==> config.mk <==
export PLATFORM = sky130hd
export DESIGN_NAME = reg_bypass_scoreboard
export DESIGN_NICKNAME = d
export VERILOG_FILES = /design/src/rtl/reg_bypass_scoreboard.sv
export SDC_FILE = /design/constraint.sdc
export NUM_CORES = 1
export LEC_CHECK = 0
export ABC_AREA = 1
export CAP_MARGIN = 15
export CORE_MARGIN = 2
export CORE_UTILIZATION = 40
export CTS_CLUSTER_DIAMETER = 30
export DETAILED_ROUTE_END_ITERATION = 10
export PLACE_DENSITY_LB_ADDON = 0.25
export SYNTH_ARGS = -nofsm -noshare
export SYNTH_HDL_FRONTEND = slang
export SYNTH_SLANG_ARGS = --single-unit
==> constraint.sdc <==
create_clock -name clk -period 9.1 [get_ports clk]
set_clock_uncertainty 0.1 [all_clocks]
set_input_delay 2.73 -clock clk [delete_from_list [all_inputs] [get_ports clk]]
set_output_delay 2.73 -clock clk [all_outputs]
set_load 0.005 [all_outputs]
==> src/rtl/reg_bypass_scoreboard.sv <==
// Register read operand resolver for the ID stage.
// Each read port takes its operand from the youngest matching bypass stage,
// then from the long-latency completion bus, then from the regfile. A
// scoreboard of in-flight long-latency destinations raises per-port stalls
// until the matching completion arrives. A saturating counter accumulates
// the number of stalled cycles.
module reg_bypass_scoreboard #(
  parameter int READ_PORTS = 2,
  parameter int FWD_STAGES = 2,
  parameter int ADDR_W     = 5,
  parameter int DATA_W     = 32,
  parameter int CNT_W      = 16
) (
  input  logic                         clk,
  input  logic                         rst_n,
  input  logic [READ_PORTS-1:0]        read_en,
  input  logic [READ_PORTS*ADDR_W-1:0] read_addr,
  input  logic [READ_PORTS*DATA_W-1:0] reg_data,
  input  logic [FWD_STAGES-1:0]        fwd_en,
  input  logic [FWD_STAGES*ADDR_W-1:0] fwd_addr,
  input  logic [FWD_STAGES*DATA_W-1:0] fwd_data,
  input  logic [FWD_STAGES-1:0]        fwd_ready,
  input  logic                         issue_en,
  input  logic [ADDR_W-1:0]            issue_addr,
  input  logic                         cmpl_en,
  input  logic [ADDR_W-1:0]            cmpl_addr,
  input  logic [DATA_W-1:0]            cmpl_data,
  input  logic                         stall_clr,
  output logic [READ_PORTS*DATA_W-1:0] read_data,
  output logic [READ_PORTS-1:0]        stall,
  output logic                         stall_any,
  output logic [ADDR_W:0]              busy_count,
  output logic [CNT_W-1:0]             stall_cycles
);

  localparam int NREG = 1 << ADDR_W;

  logic [NREG-1:0] busy;
  logic [NREG-1:0] busy_nxt;
  logic [ADDR_W:0] count_nxt;

  for (genvar p = 0; p < READ_PORTS; p++) begin : g_port
    logic [ADDR_W-1:0] addr;
    logic [DATA_W-1:0] data;
    logic              stl;
    logic              hit;

    assign addr = read_addr[p*ADDR_W +: ADDR_W];

    // Resolve the operand: stages are scanned oldest to youngest so the
    // youngest match overwrites, including a younger not-ready match that
    // must hide an older ready one.
    always_comb begin
      data = reg_data[p*DATA_W +: DATA_W];
      stl  = 1'b0;
      hit  = 1'b0;
      if (!read_en[p] || addr == '0) begin
        data = '0;
      end else begin
        for (int s = FWD_STAGES - 1; s >= 0; s--) begin
          if (fwd_en[s] && fwd_addr[s*ADDR_W +: ADDR_W] == addr) begin
            hit  = 1'b1;
            stl  = !fwd_ready[s];
            data = fwd_ready[s] ? fwd_data[s*DATA_W +: DATA_W] : '0;
          end
        end
        if (!hit) begin
          if (cmpl_en && cmpl_addr == addr) begin
            data = cmpl_data;
          end else if (busy[addr]) begin
            stl = 1'b1;
          end
        end
      end
    end

    assign read_data[p*DATA_W +: DATA_W] = data;
    assign stall[p]                       = stl;
  end

  assign stall_any = |stall;

  // Next scoreboard state: completion clears, issue sets afterwards so a
  // same-cycle issue to the completing register leaves it busy; r0 never busy.
  always_comb begin
    busy_nxt = busy;
    if (cmpl_en) begin
      busy_nxt[cmpl_addr] = 1'b0;
    end
    if (issue_en && issue_addr != '0) begin
      busy_nxt[issue_addr] = 1'b1;
    end
    busy_nxt[0] = 1'b0;
    count_nxt = '0;
    for (int i = 0; i < NREG; i++) begin
      count_nxt = count_nxt + {{ADDR_W{1'b0}}, busy_nxt[i]};
    end
  end

  // Scoreboard and its population count move together on the clock edge.
  always_ff @(posedge clk or negedge rst_n) begin
    if (!rst_n) begin
      busy       <= '0;
      busy_count <= '0;
    end else begin
      busy       <= busy_nxt;
      busy_count <= count_nxt;
    end
  end

  // Stalled-cycle statistic: clear wins, otherwise count and hold at all-ones.
  always_ff @(posedge clk or negedge rst_n) begin
    if (!rst_n) begin
      stall_cycles <= '0;
    end else if (stall_clr) begin
      stall_cycles <= '0;
    end else if (stall_any && stall_cycles != '1) begin
      stall_cycles <= stall_cycles + 1'b1;
    end
  end

endmodule

==> flow_metrics.env <==
export IMPL_outcome="finished, final reports clean"
export IMPL_drtIter0Drc=860
export IMPL_htreeDepth=2
export IMPL_die_w_um=136
export IMPL_gp_congestion=0.972
export IMPL_final_common_cell="clkdlybuf4s50_1"
export IMPL_synth_nets=1399
export IMPL_cp_end_kind="register"
export IMPL_grt_pass1_wl_um=46100
export IMPL_nNetsFinal=1655
export IMPL_worst_path_largest_cell_delay_ps=570
export IMPL_fin_tns_setup_ps=0
export IMPL_r2r_end="busy_count[4]$_DFF_PN0_"
export IMPL_cp_max_fo=5
export IMPL_p_comb_share_pct=78.3
export IMPL_worst_slack_ps=467
export IMPL_arrival_ps=8750
export IMPL_fmax_mhz=116
export IMPL_io_pins=290
export IMPL_tritoncts="built"
export IMPL_core_um2=17100
export IMPL_clockPowerShare_pct=7.8
export IMPL_hold_start="stall_cycles[1]$_DFFE_PN0P_"
export IMPL_p_leak_nw=4.63
export IMPL_fin_crit_sh_pct=94.9
export IMPL_cts_num_sinks=53
export IMPL_crit_buf_inv=5
export IMPL_wirelength_um=31000
export IMPL_groute_usage_overall_pct=32.0
export IMPL_worstSetupPathDepth=20
export IMPL_rsz0062_at_grt="no"
export IMPL_layout_common_cells="clkdlybuf4s50_1 (288), nand2_1 (273), o21ai_0 (202)"
export IMPL_insertion_delay_ps=300
export IMPL_powerDensity_nw_per_um2=250
export IMPL_maxSlewViolCount=0
export IMPL_first_global_vias=8303
export IMPL_slowest_stage="fa_1"
export IMPL_ant_nets=0
export IMPL_critical_path_endpoint="busy_count[4]$_DFF_PN0_"
export IMPL_path_delay_family="adder cells"
export IMPL_grt_overflow_total=0
export IMPL_finalCriticalPeriod_ps=8630
export IMPL_die_height_um=136
export IMPL_antenna_found_initial=1
export IMPL_ir_worst_vdd_mv=1.62
export IMPL_avgSynthCellArea_um2=5.94
export IMPL_setup_viol=0
export IMPL_clockBufferDepth=2
export IMPL_cp_required_ps=9220
export IMPL_drcViolationCount=0
export IMPL_place_hpwl_um=24200
export IMPL_postCtsResizedCells=0
export IMPL_viasPerCell=5.56
export IMPL_switching_share_pct=48.9
export IMPL_via_count=9161
export IMPL_wl_per_cell_um=18.8
export IMPL_ff2ff_path_depth=16
export IMPL_layout_drive_gt1_share_pct=5.20
export IMPL_hold_viol_final=0
export IMPL_worstPathCellList="clkdlybuf4s50_1 -> inv_1 -> nor3_1 -> inv_1 -> o21ai_0 -> o21ai_0 -> fa_1 -> inv_1 -> fa_1 -> fa_1 -> inv_1 -> fa_1 -> fa_1 -> fa_1 -> fa_1 -> fa_1 -> a21oi_1 -> nor2_1 -> nor2_1 -> xnor2_1"
export IMPL_place_ws_ps=205
export IMPL_synthCells=1167
export IMPL_max_cap_violations=0
export IMPL_power_frac_seq_pct=13.9
export IMPL_ys_types=36
export IMPL_ys_seq_elements=53
export IMPL_hold_path_class="register to register"
export IMPL_area_growth_pct=46.9
export IMPL_cts_hold_buf=0
export IMPL_grt_max_degree=62
export IMPL_first_pass_iters=5
export IMPL_worstSetupPathType="input pin to register"
export IMPL_yosys_warnings=0
export IMPL_start_util_pct=40.5
export IMPL_root_buffer="clkbuf_16"
export IMPL_rows=48
export IMPL_cts_clk_slew_worst_paths_ps=70
export IMPL_r2r_start="busy[20]$_DFF_PN0_"
export IMPL_cts_buffers_inserted=5
export IMPL_syn_area_um2=6930
export IMPL_worst_pin_slew_ps=1090
export IMPL_slew_headroom_pct=27.1
export IMPL_post_cts_setup_buffers=0
export IMPL_die_area_um2=18400
export IMPL_crit_top_cell="fa_1"
export IMPL_worstSetupStartpoint="cmpl_addr[0]"
export IMPL_diodes=0
export IMPL_startpoint_type="input pin"
export IMPL_port_buffers=289
export IMPL_p_sw_mw=1.25
export IMPL_r2r_setup_slack_ps=3770
export IMPL_yosysSeqAreaShare_pct=19.1
export IMPL_p_int_mw=1.30
[cell families after synthesis]
family / share of synthesized area, %
fa+ha+maj: 8.09
xor+xnor: 2.40
simple gates: 29.9
compound gates: 26.9
flops: 19.1
buf+inv: 13.5
[power by group through the flow]
stage          clock network [mW]  registers [mW]  logic, mW
2_1_floorplan                   0           0.345       1.38
3_3_place_gp                    0           0.358       1.96
3_5_place_dp                    0           0.358       2.03
4_1_cts                     0.202           0.354       2.04
5_1_grt                     0.211           0.357       2.31
6_report                    0.198           0.354       2.00
[worst min-delay path by stage]
stage	endpoint	slack (ps)	cells after the start
2_1_floorplan	busy[24]$_DFF_PN0_	400	2
3_3_place_gp	stall_cycles[1]$_DFFE_PN0P_	460	2
3_5_place_dp	stall_cycles[1]$_DFFE_PN0P_	460	2
4_1_cts	stall_cycles[1]$_DFFE_PN0P_	480	2
5_1_grt	stall_cycles[4]$_DFFE_PN0P_	540	2
6_report	stall_cycles[1]$_DFFE_PN0P_	490	2
[worst register-to-register path: cells and delay by family (launching register included)]
| family | cells | cell delay (ps) |
|---|---|---|
| AOI/OAI and AO/OA | 3 | 540 |
| xor gates and xnor gates | 1 | 120 |
| adders and majority gates | 8 | 3780 |
| buffers and inverters | 2 | 210 |
| DFF | 1 | 360 |
| and+or+nand+nor | 2 | 160 |
[registers in the layout, indices dropped and copies added, names as in the netlist]
signal and count:
busy 31, busy_count 6, stall_cycles 16
[per-stage QoR]
step,hold WS [ps],cell area [µm²],instances,util [%],total power [mW]
final,487,10200,1649,59.5,2.55
after global routing,536,10200,1649,59.5,2.88
after CTS,483,10200,1649,59.5,2.60
after detailed placement,464,10000,1641,58.6,2.39
after global placement,456,10000,1641,58.6,2.32
after floorplan,401,6930,1167,-,1.72
[synth_stat cells]
cell type | n | share of area (%)
xnor2_1 | 6 | 0.76
dfrtp_1 | 53 | 19
o221a_2 | 2 | 0.33
nand2_2 | 3 | 0.27
o21ai_2 | 2 | 0.25
clkbuf_1 | 37 | 2.0
nand4_1 | 20 | 1.8
o2111ai_1 | 1 | 0.13
nand3_1 | 83 | 6.0
o21ai_0 | 202 | 15
o31ai_1 | 2 | 0.22
buf_6 | 3 | 0.49
nor4_1 | 1 | 0.090
nor2_2 | 1 | 0.090
clkinv_1 | 1 | 0.054
a21oi_1 | 131 | 9.5
buf_1 | 5 | 0.27
nor2_1 | 50 | 2.7
o21ai_1 | 10 | 0.72
buf_4 | 9 | 0.98
nor3_1 | 25 | 1.8
nand3_2 | 12 | 1.7
a21o_1 | 1 | 0.11
inv_1 | 148 | 8.0
a31oi_1 | 3 | 0.27
nand2_4 | 2 | 0.33
buf_2 | 16 | 1.2
o21a_1 | 1 | 0.11
fa_1 | 23 | 6.6
ha_1 | 8 | 1.4
nand2_1 | 275 | 15
clkbuf_2 | 1 | 0.072
xor2_1 | 13 | 1.6
o211ai_1 | 7 | 0.76
inv_2 | 9 | 0.49
nand4_2 | 1 | 0.18
[final cells by class]
type	instances	area [µm²]
clock buffers	5	125
clock inverters	3	25.0
fillers	1731	6940
inverters	158	593
multi-input cells	885	4670
flip-flops and latches	53	1330
well taps	225	282
repair buffers	320	3160
[metal layers]
layer,track usage [%],up-vias,routed length [µm]
met2,50.4,499,13900
li1,-,4361,-
met1,42.6,4196,12600
met4,13.3,2,1430
met3,6.58,103,3020
met5,0,-,16
No activity file was read; power rests on OpenSTA's default activity.
